==> src/rtl/gv_pkg.sv <==
// Shared types and constants for the song sequencer / main_game interface.
package gv_pkg;

    localparam int unsigned DIFF_W = 23;
    localparam int unsigned LANE_W = 32;

    localparam logic [2:0] MODE_IDLE  = 3'd0;
    localparam logic [2:0] MODE_COUNT = 3'd1;
    localparam logic [2:0] MODE_PAUSE = 3'd2;
    localparam logic [2:0] MODE_DONE  = 3'd3;
    localparam logic [2:0] MODE_PLAY  = 3'd4;

    typedef enum logic [2:0] {
        IDLE,
        FETCH0,
        LOAD,
        COUNTDOWN,
        PLAY,
        PAUSED,
        DONE
    } seq_state_t;

    // One ROM word: two 32-note lanes, lane 2 in the upper half.
    typedef struct packed {
        logic [LANE_W-1:0] lane2;
        logic [LANE_W-1:0] lane1;
    } window_t;

    // Speed divider per difficulty level; larger level plays faster.
    function automatic logic [DIFF_W-1:0] diff_lookup(input logic [1:0] lvl);
        logic [DIFF_W-1:0] d;
        case (lvl)
            2'd0:    d = 23'd39;
            2'd1:    d = 23'd30;
            2'd2:    d = 23'd22;
            default: d = 23'd15;
        endcase
        return d;
    endfunction

endpackage

==> src/rtl/pb_edge.sv <==
// Pushbutton synchroniser with a registered one-cycle rising-edge pulse.
module pb_edge (
    input  logic clk,
    input  logic reset,
    input  logic btn,
    output logic rise
);

    logic [2:0] sync;

    always_ff @(posedge clk or posedge reset) begin
        if (reset) begin
            sync <= '0;
            rise <= 1'b0;
        end else begin
            sync <= {sync[1:0], btn};
            rise <= sync[1] & ~sync[2];
        end
    end

endmodule

==> src/rtl/song_sequencer.sv <==
// Play-session sequencer: ROM window fetch with one-deep prefetch, countdown,
// play/pause control and difficulty divider selection for main_game.
module song_sequencer
    import gv_pkg::*;
#(
    parameter int unsigned ADDR_W      = 6,
    parameter int unsigned STEP_CYCLES = 12_000_000,
    parameter int unsigned CD_STEPS    = 3
) (
    input  logic                clk,
    input  logic                reset,
    input  logic                start,
    input  logic                pause,
    input  logic [1:0]          level,
    input  logic [ADDR_W-1:0]   song_len,
    output logic [ADDR_W-1:0]   rom_addr,
    input  logic [63:0]         rom_data,
    input  logic                word_done,
    output logic [LANE_W-1:0]   notes1,
    output logic [LANE_W-1:0]   notes2,
    output logic [DIFF_W-1:0]   diff,
    output logic [2:0]          mode,
    output logic [ADDR_W-1:0]   word_idx,
    output logic                song_over,
    output logic                underrun
);

    localparam int unsigned STEP_W = (STEP_CYCLES > 1) ? $clog2(STEP_CYCLES) : 1;
    localparam int unsigned CD_W   = (CD_STEPS > 1) ? $clog2(CD_STEPS) : 1;

    logic start_p, pause_p;

    pb_edge u_start_edge (.clk(clk), .reset(reset), .btn(start), .rise(start_p));
    pb_edge u_pause_edge (.clk(clk), .reset(reset), .btn(pause), .rise(pause_p));

    seq_state_t        state, state_d;
    logic [ADDR_W-1:0] len_q, len_d;
    logic [1:0]        lvl_q, lvl_d;
    logic [ADDR_W-1:0] rom_addr_d, word_idx_d;
    logic [LANE_W-1:0] notes1_d, notes2_d;
    logic [DIFF_W-1:0] diff_d;
    logic [2:0]        mode_d;
    logic              song_over_d, underrun_d;
    window_t           shadow, shadow_d;
    logic              shadow_valid, shadow_valid_d;
    logic              pend1, pend1_d, pend2, pend2_d;
    logic [STEP_W-1:0] step_cnt, step_cnt_d;
    logic [CD_W-1:0]   cd_cnt, cd_cnt_d;
    window_t           rom_win;

    assign rom_win = window_t'(rom_data);

    always_ff @(posedge clk or posedge reset) begin
        if (reset) state <= IDLE;
        else       state <= state_d;
    end

    always_comb begin
        state_d        = state;
        len_d          = len_q;
        lvl_d          = lvl_q;
        rom_addr_d     = rom_addr;
        word_idx_d     = word_idx;
        notes1_d       = notes1;
        notes2_d       = notes2;
        diff_d         = diff;
        mode_d         = mode;
        song_over_d    = song_over;
        underrun_d     = underrun;
        shadow_d       = shadow;
        shadow_valid_d = shadow_valid;
        pend1_d        = 1'b0;
        pend2_d        = pend1;
        step_cnt_d     = step_cnt;
        cd_cnt_d       = cd_cnt;

        // ROM data for a new address lands two edges after the address update.
        if (pend2 && (rom_addr != len_q)) begin
            shadow_d       = rom_win;
            shadow_valid_d = 1'b1;
        end

        case (state)
            IDLE, DONE: begin
                if (start_p && (song_len != '0)) begin
                    len_d          = song_len;
                    lvl_d          = level;
                    rom_addr_d     = '0;
                    word_idx_d     = '0;
                    shadow_valid_d = 1'b0;
                    pend2_d        = 1'b0;
                    underrun_d     = 1'b0;
                    song_over_d    = 1'b0;
                    mode_d         = MODE_IDLE;
                    state_d        = FETCH0;
                end
            end
            FETCH0: state_d = LOAD;
            LOAD: begin
                notes1_d   = rom_win.lane1;
                notes2_d   = rom_win.lane2;
                word_idx_d = '0;
                diff_d     = diff_lookup(lvl_q);
                rom_addr_d = ADDR_W'(1);
                pend1_d    = 1'b1;
                step_cnt_d = '0;
                cd_cnt_d   = '0;
                mode_d     = MODE_COUNT;
                state_d    = COUNTDOWN;
            end
            COUNTDOWN: begin
                if (step_cnt == STEP_W'(STEP_CYCLES - 1)) begin
                    step_cnt_d = '0;
                    if (cd_cnt == CD_W'(CD_STEPS - 1)) begin
                        mode_d  = MODE_PLAY;
                        state_d = PLAY;
                    end else begin
                        cd_cnt_d = cd_cnt + CD_W'(1);
                    end
                end else begin
                    step_cnt_d = step_cnt + STEP_W'(1);
                end
            end
            PLAY: begin
                if (word_done && (word_idx == len_q - ADDR_W'(1))) begin
                    notes1_d    = '0;
                    notes2_d    = '0;
                    song_over_d = 1'b1;
                    mode_d      = MODE_DONE;
                    state_d     = DONE;
                end else begin
                    if (word_done) begin
                        if (shadow_valid) begin
                            notes1_d       = shadow.lane1;
                            notes2_d       = shadow.lane2;
                            word_idx_d     = word_idx + ADDR_W'(1);
                            rom_addr_d     = rom_addr + ADDR_W'(1);
                            shadow_valid_d = 1'b0;
                            pend1_d        = 1'b1;
                        end else begin
                            underrun_d = 1'b1;
                        end
                    end
                    if (pause_p) begin
                        mode_d  = MODE_PAUSE;
                        state_d = PAUSED;
                    end
                end
            end
            PAUSED: begin
                if (pause_p) begin
                    mode_d  = MODE_PLAY;
                    state_d = PLAY;
                end
            end
            default: begin
                mode_d  = MODE_IDLE;
                state_d = IDLE;
            end
        endcase
    end

    always_ff @(posedge clk or posedge reset) begin
        if (reset) begin
            len_q        <= '0;
            lvl_q        <= '0;
            rom_addr     <= '0;
            word_idx     <= '0;
            notes1       <= '0;
            notes2       <= '0;
            diff         <= '0;
            mode         <= MODE_IDLE;
            song_over    <= 1'b0;
            underrun     <= 1'b0;
            shadow       <= '0;
            shadow_valid <= 1'b0;
            pend1        <= 1'b0;
            pend2        <= 1'b0;
            step_cnt     <= '0;
            cd_cnt       <= '0;
        end else begin
            len_q        <= len_d;
            lvl_q        <= lvl_d;
            rom_addr     <= rom_addr_d;
            word_idx     <= word_idx_d;
            notes1       <= notes1_d;
            notes2       <= notes2_d;
            diff         <= diff_d;
            mode         <= mode_d;
            song_over    <= song_over_d;
            underrun     <= underrun_d;
            shadow       <= shadow_d;
            shadow_valid <= shadow_valid_d;
            pend1        <= pend1_d;
            pend2        <= pend2_d;
            step_cnt     <= step_cnt_d;
            cd_cnt       <= cd_cnt_d;
        end
    end

endmodule
==> config.mk <==
export PLATFORM = sky130hd
export DESIGN_NAME = song_sequencer
export DESIGN_NICKNAME = d
export VERILOG_FILES = /design/src/rtl/gv_pkg.sv /design/src/rtl/pb_edge.sv /design/src/rtl/song_sequencer.sv
export SDC_FILE = /design/constraint.sdc
export NUM_CORES = 1
export LEC_CHECK = 0
export CAP_MARGIN = 20
export CORE_MARGIN = 2
export CORE_UTILIZATION = 55
export DETAILED_ROUTE_END_ITERATION = 8
export DONT_BUFFER_PORTS = 1
export PLACE_DENSITY = 0.8
export SETUP_SLACK_MARGIN = 0.15
export SYNTH_ARGS = -nofsm -noshare
export SYNTH_HDL_FRONTEND = slang
export SYNTH_SLANG_ARGS = --single-unit
==> constraint.sdc <==
create_clock -name clk -period 21.2 [get_ports clk]
set_input_delay 4.24 -clock clk [delete_from_list [all_inputs] [get_ports clk]]
set_output_delay 4.24 -clock clk [all_outputs]
set_load 0.005 [all_outputs]
# [Word-level counts from Yosys, hierarchy flattened]
# Index checks and enable logic that the tools add are counted.
[classes] add_sub_neg=5 eq_ne=25 muxes=53 n_bitwise=5 reduce_logical=19
[op_table] op="$mux 32" n=6
[op_table] op="$pmux 32 s2" n=2
[op_table] op="$pmux 6 s3" n=3
[op_table] op="$pmux 24 s2" n=1
[op_table] op="$mux 6" n=7
[op_table] op="$pmux 3 s6" n=2
[op_table] op="$mux 3" n=9
[op_table] op="$add 24x1->24 const B" n=1
[op_table] op="$eq 24x24->1 const B" n=1
[op_table] op="$mux 24" n=1
[op_table] op="$ne 2x2->1 const B" n=9
[op_table] op="$mux 1" n=15
[op_table] op="$reduce_and 5->1" n=3
[op_table] op="$add 6x1->6 const B" n=2
[op_table] op="$eq 3x3->1 const B" n=3
[op_table] op="$reduce_and 3->1" n=3
[op_table] op="$pmux 1 s2" n=4
[op_table] op="$eq 3x2->1 const B" n=2
[op_table] op="$eq 6x6->1" n=1
[op_table] op="$ne 3x3->1 const B" n=2
[op_table] op="$ne 6x6->1" n=1
[op_table] op="$reduce_and 6->1" n=1
[op_table] op="$reduce_bool 2->1" n=3
[op_table] op="$reduce_bool 6->1" n=1
[op_table] op="17 further kinds" n=24
[word_totals] register_bits=216 out_inout_bits=104

# [Logic depth before layout (Yosys ltp)]
# Gate-level depths: netlist of the first run.
[logic_depth] word_depth=7 ltp_mapped=11

# [Modules after synthesis]
# Synthesis of the first run repeated with hierarchy kept, for this count alone.
[unflattened] cells_unflattened=877 area_unflattened_um2=9609.2
[by_module_without_submodules] mod="song_sequencer" instances=1 cells_per_inst=865 area_each_um2=9374.0 seq_area_each_um2=4754.6
[by_module_without_submodules] mod="pb_edge" instances=2 cells_per_inst=6 area_each_um2=117.6 seq_area_each_um2=100.1

# [Least setup slack after synthesis of the first run]
# OpenSTA, ideal clock, no wires.
[synth_path] path_kind="input -> register" startpoint="input port song_len[1]" endpoint="register rom_addr[0]" setup_ns=0.125 arrival_ns=5.977 setup_slack_ns=15.099 path_stages=6 path_buffers=0 cell_sequence="or4_1 > o31ai_1 > maj3_1 > or2_2 > and2_1 > mux2_2"
[synth_between] elab_chain_len=4
[synth_rtl] element="start, declared" line_no="song_sequencer.sv:15" text="input logic [ADDR_W-1:0] song_len,"
[synth_rtl] element="$reduce_bool 6->1" line_no="song_sequencer.sv:85" text="if (start_p && (song_len != '0)) begin"
[synth_rtl] element="$logic_and 1x1->1" line_no="song_sequencer.sv:85"
[synth_rtl] element="$ne 2x2->1 (no source line)"
[synth_rtl] element="$reduce_and 5->1 (no source line)"
[synth_rtl] element="end signal, assigned" line_no="song_sequencer.sv:184" text="rom_addr <= rom_addr_d;"
[synth_rtl] element="end, declared" line_no="song_sequencer.sv:16" text="output logic [ADDR_W-1:0] rom_addr,"
# No other way between the ends.
# A chain may end at the register's enable or synchronous reset.

# [Worst setup path after layout of the first run]
[layout_path] startpoint="input port word_done" endpoint="register notes1[19]"
[layout_between] elab_chain_len=3 word_cells_on_any_way=6
[layout_rtl] element="start, declared" line_no="song_sequencer.sv:18" text="input logic word_done,"
[layout_rtl] element="$logic_and 1x1->1" line_no="song_sequencer.sv:125" text="if (word_done && (word_idx == len_q - ADDR_W'(1))) begin"
[layout_rtl] element="$ne 3x3->1 (no source line) or $mux 32 (tied branches)"
[layout_rtl] element="$reduce_and 3->1 (no source line) or $pmux 32 s2 (tied branches)"
[layout_rtl] element="end signal, assigned" line_no="song_sequencer.sv:186" text="notes1 <= notes1_d;"
[layout_rtl] element="end, declared" line_no="song_sequencer.sv:19" text="output logic [LANE_W-1:0] notes1,"
# Several ways; a longest one is shown, not always the timed one.

==> results.yml, run 1 <==
outcome:
  status: "finished, final reports clean"
floorplan:
  die_h_um: 135
  design.core.area_mm2: 0.0166
  ios: 181
  die_area_mm2: 0.0181
  start_util_pct: 56.4
  rows: 47
  die_w_um: 135
sta:
  maxSlewViolCount: 0
  fin_skew_ns: 0.0128
  worst_slew_margin_rel_pct: 37.5
  report.final.hold_viol_count: 0
  min_period_ns: 6.03
  setup_ws_ns: 15.17
  setup_violations: 0
  setup_tns_ns: 0
  rsz0062_at_grt: "false"
  fin_crit_sh_pct: 28.5
  max_freq_ghz: 0.166
  worst_pin_slew_ns: 0.937
route:
  antenna_left: 0
  dr.pass1.iters: 4
  met1_length_um: 8530
  met3_length_um: 1770
  drt_wl_total_um: 20500
  vias: 6357
  top_layer: "met4"
  drt_iter0_drc: 405
  detail_route.wl_per_cell_um: 18.8
  wl_met2_um: 10000
  route.detailed.drc: 0
  routed_via_density: 5.82
clock_network:
  htreeDepth: 4
  clock_path_buffers: 2
  cts_root_buffer: "clkbuf_16"
  ctsResizeCount: 0
  post_cts_buffers: 0
  cts_hold_buffers: 0
  cts_buffers: 17
  cts_tree: "yes"
  clkLatencyLatePin_ns: 0.43
  clock-sinks: 198
  clk_pin_slew_ns: 0.07
cells_and_area:
  layout.cells.most_common: "dfrtp_1"
  drive_gt1_share_pct: 20.0
  most-common-layout-cells: "dfrtp_1, nand2_1, mux2_2"
  n_antenna_cell: 0
  fill_cells: 1364
  finalNetCount: 945
  area_growth_pct: 7.17
  finalInstanceArea_mm2: 0.0101
  fin_cells: 1093
critical_path:
  arrival_ns: 6.35
  startpoint: "word_done"
  crit_family: "simple AND/OR/NAND/NOR gates"
  cp-start-kind: "input pin"
  worstPathCellList: "nand3_1 -> nor4_4 -> nand2_2 -> a21oi_4 -> buf_4 -> mux2_2"
  slowest_stage: "buf_4"
  worstPathMaxFanout: 64
  endpoint_kind: "flip-flop"
  critical_path_buf_inv_count: 1
  crit_required_ns: 21.51
  critPathMaxStageDelay_ns: 0.67
  critPathKind: "input pin to flip-flop"
  timing.rr.start: "state[0]"
placement:
  dp.cells: 1060
  place_area_mm2: 0.00945
  io_buffer_count: 0
  dp_hpwl_um: 13200
  gp_congestion: 0.858
  dp_slack_ns: 14.76
synthesis:
  synthCells: 882
  yosys_most_used_dff: "dfrtp_1"
  yosysSeqAreaShare_pct: 52.8
  yosys_register_bits: 198
  avgSynthCellArea_um2: 10.6
  yosysWarnings: 0
  synthArstFlopShare_pct: 100
  ys_types: 62
  syn_area_mm2: 0.00939
  synth_edf_count: 0
power_and_ir_drop:
  ir_worst_vdd_uv: 65.9
  power.density_mw_per_mm2: 126
  power_leakage_nw: 4.32
grt:
  grt_max_degree: 120
  overflow: 0
  first_global_vias: 6497
  grt_use_total_pct: 23.6
  grt_pass1_wl_um: 34000
  antenna_found_initial: 0
hold_path:
  hp-start: "u_pause_edge.sync[0]"
  hold_class: "flip-flop to flip-flop"
flow_run:
  drv_cap: 0
path summary, 6_finish.rpt:
| path | end | slack [ns] | cells after the start |
|---|---|---|---|
| worst max-delay path | notes1[19] | 15.17 | 6 |
| worst min-delay path | u_pause_edge.sync[1] | 0.37 | 0 |
| worst max register to register | notes1[19] | 17.61 | 7 |
| worst min register to register | u_pause_edge.sync[1] | 0.37 | 0 |
| min in group asynchronous | shadow[22] | 3.76 | 1 |
| max in group asynchronous | song_over | 16.32 | 3 |
registers in the layout (all words and copies together) (netlist names):
register and count:
underrun 1, step_cnt 24, pend2 1, u_start_edge.rise 1
word_idx 6, diff 5, state 3, pend1 1
notes2 32, notes1 32, lvl_q 2, song_over 1
u_start_edge.sync 3, u_pause_edge.sync 3, mode 3, shadow 64
shadow_valid 1, rom_addr 6, len_q 6, cd_cnt 2
u_pause_edge.rise 1
where the power goes:
part	internal, mW	switching [mW]	total [mW]
Combinational	0.178	0.138	0.316
Sequential	0.519	0.108	0.627
Clock	0.168	0.153	0.321
Total	0.865	0.399	1.26
synthesized netlist by cell type (8+ instances only):
master / number / area share [%]
dfrtp_1: 198 / 53
nand2_1: 173 / 6.9
mux2_2: 121 / 15
o21ai_0: 92 / 4.9
nor2_1: 42 / 1.7
clkbuf_1: 31 / 1.2
nand3_1: 21 / 1.1
buf_4: 18 / 1.4
xnor2_1: 17 / 1.6
xor2_1: 16 / 1.5
inv_1: 13 / 0.52
a21oi_1: 12 / 0.64
mux2_1: 12 / 1.4
ha_1: 8 / 1.1
nor2b_1: 8 / 0.53
routing by layer:
layer  vias up  global-route usage [%]
li1       2947                       -
met1      3191                    31.1
met2       203                    37.4
met3        16                    8.48
met4         0                    6.02
met5         -                       0
layout make-up:
cell class	count	area (um^2)	share of cell area (%)
Clock buffer	17	425	4.23
Clock inverter	15	161	1.60
Inverter	13	56.3	0.559
Multi-Input combinational cell	622	4110	40.9
Sequential cell	198	4950	49.2
Tap cell	220	275	2.73
Timing Repair Buffer	8	80.1	0.796
worst reg2reg max path: stages (launching register included):
cell     delay, ns
dfrtp_1       0.73
inv_1         0.39
nand2_2       0.13
buf_4         0.59
o21ai_0       0.31
a21oi_4       0.17
buf_4         0.67
mux2_2        0.52
logic make-up (layout without fill, tap and decap cells):
logic type      count (synthesis)  in the layout  synth area share [%]
flops                         198            198                  52.8
fa+ha+maj                       9              9                  1.17
simple gates                  284            284                  13.3
buf+inv                        78             53                  4.44
compound gates                144            144                  9.05
other cells                     1             17                0.0399
mux                           135            135                  16.2
xor+xnor                       33             33                  3.08
stage by stage:
step / total power [mW] / hold slack [ns] / utilization, %
after global routing: 1.34 / 0.369 / 60.5
after floorplan: 0.874 / 0.331 / -
after global placement: 0.926 / 0.335 / 56.8
after CTS: 1.27 / 0.364 / 60.3
after detailed placement: 0.950 / 0.350 / 56.8
final: 1.26 / 0.365 / 60.5
No activity file was read; power rests on OpenSTA's default activity.
==> run 2: changes to the inputs <==
==> constraint.sdc (replaced) <==
create_clock -name clk -period 5.6 [get_ports clk]
set_input_delay 1.12 -clock clk [delete_from_list [all_inputs] [get_ports clk]]
set_output_delay 1.12 -clock clk [all_outputs]
set_load 0.005 [all_outputs]
==> run 2 against run 1 <==
Clock power increased to 4.0 times the previous value; final cell count unchanged; combinational power increased to 3.8 times the previous value; critical endpoint is now notes2[31]; register-to-register slack got worse by 15 ns; wire length decreased by 0.97%; hold slack got worse by 0.012 ns; flip-flop and latch count unchanged; core utilization increased by 0.068 points; sequential share of layout area decreased by 0.055 points; power increased to 3.8 times the previous value; critical path depth increased by 3; critical path type is now flip-flop to flip-flop.
==> results.yml, run 2 (same netlist as run 1, synthesis figures left out) <==
hold_path:
  min_path_cells: 0
  hold_path_end: "u_pause_edge.sync[1]"
  hold_class: "flip-flop to flip-flop"
  hp-start: "u_pause_edge.sync[0]"
cells_and_area:
  finalNetCount: 945
  reg.largest.list: "shadow (64), notes1 (32), notes2 (32)"
  largest_register: "shadow"
  largest_register_ffs: 64
  drive_gt1_share_pct: 20.0
  n_antenna_cell: 0
  area_growth_pct: 7.29
  layout.cells.most_common: "dfrtp_1"
  most-common-layout-cells: "dfrtp_1, nand2_1, mux2_2"
power_and_ir_drop:
  ir_worst_vdd_uv: 262
  power_leakage_nw: 4.32
  power.density_mw_per_mm2: 479
sta:
  report.final.hold_viol_count: 0
  setup_tns_ns: 0
  fin_skew_ns: 0.00946
  maxSlewViolCount: 0
  setup_violations: 0
  rsz0062_at_grt: "false"
  fin_crit_sh_pct: 61.8
  worst_pin_slew_ns: 0.967
  worst_slew_margin_rel_pct: 35.6
  min_period_ns: 3.46
  setup_ws_ns: 2.14
  max_freq_ghz: 0.289
clock_network:
  clock_path_buffers: 2
  post_cts_buffers: 0
  cts_root_buffer: "clkbuf_16"
  clk_pin_slew_ns: 0.08
  cts_hold_buffers: 0
  clock-sinks: 198
  htreeDepth: 4
  ctsResizeCount: 0
  cts_buffers: 17
  cts_tree: "yes"
  clkLatencyLatePin_ns: 0.44
route:
  drt_wl_total_um: 20300
  routed_via_density: 5.81
  vias: 6345
  detail_route.wl_per_cell_um: 18.6
  antenna_left: 0
  dr.pass1.iters: 5
  route.detailed.drc: 0
  drt_iter0_drc: 597
critical_path:
  r2r_slack_ns: 2.14
  worstPathCellList: "inv_1 -> ha_1 -> xor2_1 -> nand3_1 -> nor4_4 -> and2_2 -> buf_4 -> o21ai_0 -> mux2_1"
  endpoint_kind: "flip-flop"
  crit_required_ns: 5.93
  critPathKind: "flip-flop to flip-flop"
  timing.rr.start: "len_q[0]"
  cp-start-kind: "flip-flop"
  rr_worst_depth: 9
  arrival_ns: 3.79
  critPathMaxStageDelay_ns: 0.88
  worstPathMaxFanout: 50
  slowest_stage: "and2_2"
  r2r-end: "notes2[31]"
grt:
  grt_use_total_pct: 23.5
  first_global_vias: 6483
  overflow: 0
  grt_pass1_wl_um: 33700
  grt_max_degree: 100
  antenna_found_initial: 0
placement:
  dp_slack_ns: 2.04
  io_buffer_count: 0
  gp_congestion: 0.854
  dp_hpwl_um: 13200
flow_run:
  drv_cap: 0
floorplan:
  design.core.area_mm2: 0.0166
  die_h_um: 135
  die_area_mm2: 0.0181
  rows: 47
  die_w_um: 135
  start_util_pct: 56.4
  ios: 181
outcome:
  status: "finished, final reports clean"
==> run 2: worst max-delay path by stage <==
stage               startpoint    endpoint  slack, ns  cells past startpoint
floorplan                reset   cd_cnt[0]       1.92                      1
global placement     word_done   notes1[1]       2.11                      6
detailed placement   word_done   notes1[0]       2.04                      6
CTS                   len_q[0]  notes2[31]       2.13                      9
global route          len_q[0]  notes2[31]       1.90                      9
finish                len_q[0]  notes2[31]       2.14                      9
==> run 2: through the flow <==
step / instance area (um^2) / utilization (%) / power [mW] / hold WS, ns / instances
6_report: 10100 / 60.6 / 4.83 / 0.353 / 1093
4_1_cts: 10100 / 60.6 / 4.87 / 0.355 / 1093
3_3_place_gp: 9470 / 56.9 / 3.52 / 0.335 / 1061
3_5_place_dp: 9470 / 56.9 / 3.59 / 0.338 / 1061
5_1_grt: 10100 / 60.6 / 5.11 / 0.368 / 1093
2_1_floorplan: 9460 / - / 3.31 / 0.331 / 898
==> run 2: layout make-up <==
type,count,area [um^2]
fill,1358,6570
sequential,198,4950
multi-input combinational,622,4110
clock buffer,17,425
tap,220,275
clock inverter,15,184
timing repair buffer,8,72.6
inverter,13,52.6
==> run 2: power by group <==
group | switching [mW] | internal (mW)
Sequential | 0.408 | 1.96
Combinational | 0.515 | 0.673
Clock | 0.588 | 0.680
Total | 1.51 | 3.32
==> run 2: routing by layer <==
metal,track usage [%],up-vias,wire [um]
met2,36.4,219,9500
li1,-,2948,-
met3,9.38,38,1770
met1,30.2,3140,8570
met4,8.25,0,481
met5,0,-,0
==> run 2: worst max-delay path, delay by kind of cell (launching register included) <==
family	cells	cell delay, ns
buffers and inverters	2	0.46
muxes	1	0.30
and+or+nand+nor	3	1.53
AOI/OAI and AO/OA	1	0.12
DFF	1	0.45
xor gates and xnor gates	1	0.15
adders and majority gates	1	0.31
==> run 3: changes to the inputs <==
==> constraint.sdc (replaced) <==
create_clock -name clk -period 3.2 [get_ports clk]
set_input_delay 0.64 -clock clk [delete_from_list [all_inputs] [get_ports clk]]
set_output_delay 0.64 -clock clk [all_outputs]
set_load 0.005 [all_outputs]
==> run 3 against run 2 <==
Sequential share of layout area down 1.0 points; sequential power up 75%; flip-flop and latch count unchanged; power up 76%; die area unchanged; setup slack worse by 1.6 ns; first-iteration DRC count down 18%; largest cell class unchanged; highest routed layer unchanged.
==> results.yml, run 3 (same netlist as run 1, synthesis figures left out) <==
cells_and_area:
  fill_cells: 1324
  drive_gt1_share_pct: 22.0
  fin_cells: 1115
  finalNetCount: 967
  largest_register_ffs: 64
  seqCellArea_mm2: 0.00495
  n_antenna_cell: 0
  reg.largest.list: "shadow (64), notes1 (32), notes2 (32)"
  most-common-layout-cells: "dfrtp_1, nand2_1, mux2_2"
  finalInstanceArea_mm2: 0.0103
  multi_input_area_mm2: 0.00411
  largest_register: "shadow"
  layout.cells.most_common: "dfrtp_1"
  area_growth_pct: 9.62
sta:
  worst_pin_slew_ns: 0.918
  rsz0062_at_grt: "false"
  fin_skew_ns: 0.00996
  worst_slew_margin_rel_pct: 38.3
  setup_violations: 0
  maxSlewViolCount: 0
  max_freq_ghz: 0.372
  min_period_ns: 2.69
  setup_tns_ns: 0
  report.final.hold_viol_count: 0
  fin_crit_sh_pct: 84.0
critical_path:
  rr_worst_depth: 9
  cp-start-kind: "flip-flop"
  worstPathMaxFanout: 25
  crit_family: "simple AND/OR/NAND/NOR gates"
  arrival_ns: 3.00
  r2r_slack_ns: 0.51
  r2r-end: "notes1[7]"
  slowest_stage: "a21oi_4"
  crit_required_ns: 3.51
  critical_path_buf_inv_count: 2
  critPathMaxStageDelay_ns: 0.45
  timing.rr.start: "len_q[0]"
  endpoint_kind: "flip-flop"
  worstPathCellList: "inv_1 -> ha_1 -> xor2_1 -> nand3_1 -> nor4_4 -> nand2_2 -> a21oi_4 -> buf_12 -> mux2_2"
  critPathKind: "flip-flop to flip-flop"
route:
  drt_iter0_drc: 487
  route.detailed.drc: 0
  antenna_left: 0
  detail_route.wl_per_cell_um: 18.8
  dr.pass1.iters: 7
  routed_via_density: 5.75
  vias: 6413
  drt_wl_total_um: 21000
floorplan:
  start_util_pct: 56.4
  design.core.area_mm2: 0.0166
  die_area_mm2: 0.0181
  die_w_um: 135
  die_h_um: 135
  ios: 181
  rows: 47
clock_network:
  cts_root_buffer: "clkbuf_16"
  clkLatencyLatePin_ns: 0.43
  clock_path_buffers: 2
  clk_pin_slew_ns: 0.07
  cts_tree: "yes"
  cts_buffers: 17
  clock-sinks: 198
  post_cts_buffers: 0
  ctsResizeCount: 0
  cts_hold_buffers: 0
  htreeDepth: 4
grt:
  grt_pass1_wl_um: 34100
  grt_max_degree: 72
  overflow: 0
  first_global_vias: 6495
  grt_use_total_pct: 23.6
  antenna_found_initial: 0
power_and_ir_drop:
  power.density_mw_per_mm2: 825
  power_leakage_nw: 4.45
  ir_worst_vdd_uv: 567
placement:
  gp_congestion: 0.898
  dp.cells: 1083
  io_buffer_count: 0
  dp_hpwl_um: 14500
  place_area_mm2: 0.00973
hold_path:
  hold_class: "input pin to async pin"
flow_run:
  drv_cap: 0
outcome:
  status: "finished, final reports clean"
run 3: cell count changes in the layout (fill, tap and decap cells not counted):
cell	previous run	this run
clkinv_4	3	4
buf_4	7	21
bufinv_16	2	0
clkinv_2	0	1
buf_12	1	9
run 3: routing by layer:
layer | track usage, % | up-vias | part of all wire [%]
met5 | 0 | - | 0
met4 | 7.13 | 0 | 2.0
met3 | 7.32 | 29 | 8.1
met2 | 38.0 | 212 | 48
met1 | 31.0 | 3183 | 42
li1 | - | 2989 | -
run 3: worst max path at each step:
stage	from	endpoint	slack [ns]	cells after the start
final	len_q[0]	notes1[7]	0.51	9
after global routing	len_q[0]	notes1[15]	0.37	9
after CTS	len_q[0]	notes1[11]	0.49	9
after detailed placement	len_q[0]	notes1[7]	0.51	9
after global placement	len_q[0]	notes1[20]	0.55	9
after floorplan	reset	cd_cnt[0]	-0.0004	1
run 3: area by class of cell:
class	count	area share, %
inverters	13	0.510
multi-input cells	622	39.9
well taps	220	2.67
flip-flops and latches	198	48.1
repair buffers	30	3.28
clock buffers	17	4.13
clock inverters	15	1.34
run 3: report_power, final:
group	leakage (nW)	switching [mW]	total [mW]	internal, mW
sequential	2.41	0.698	4.14	3.44
combinational	1.77	0.973	2.31	1.33
clock	0.274	1.02	2.05	1.03
total	4.45	2.69	8.49	5.81
run 3: through the flow:
| stage | total power, mW | worst slack [ns] | utilization, % | hold slack, ns |
|---|---|---|---|---|
| 5_1_grt | 8.95 | 0.365 | 61.9 | 0.195 |
| 2_1_floorplan | 5.79 | -0.000359 | - | 0.331 |
| 3_3_place_gp | 6.35 | 0.551 | 58.5 | 0.340 |
| 4_1_cts | 8.56 | 0.489 | 61.9 | 0.169 |
| 3_5_place_dp | 6.50 | 0.506 | 58.5 | 0.346 |
| 6_report | 8.49 | 0.511 | 61.9 | 0.163 |
run 3: worst register-to-register path, delay by kind of cell (launching register included):
family / cells / cell delay, ns
AND/OR/NAND/NOR: 3 / 0.53
XOR/XNOR: 1 / 0.15
adder cells (fa/ha/maj): 1 / 0.30
flip-flops: 1 / 0.44
AO/OA/AOI/OAI: 1 / 0.45
multiplexers: 1 / 0.37
buffers and inverters: 2 / 0.34
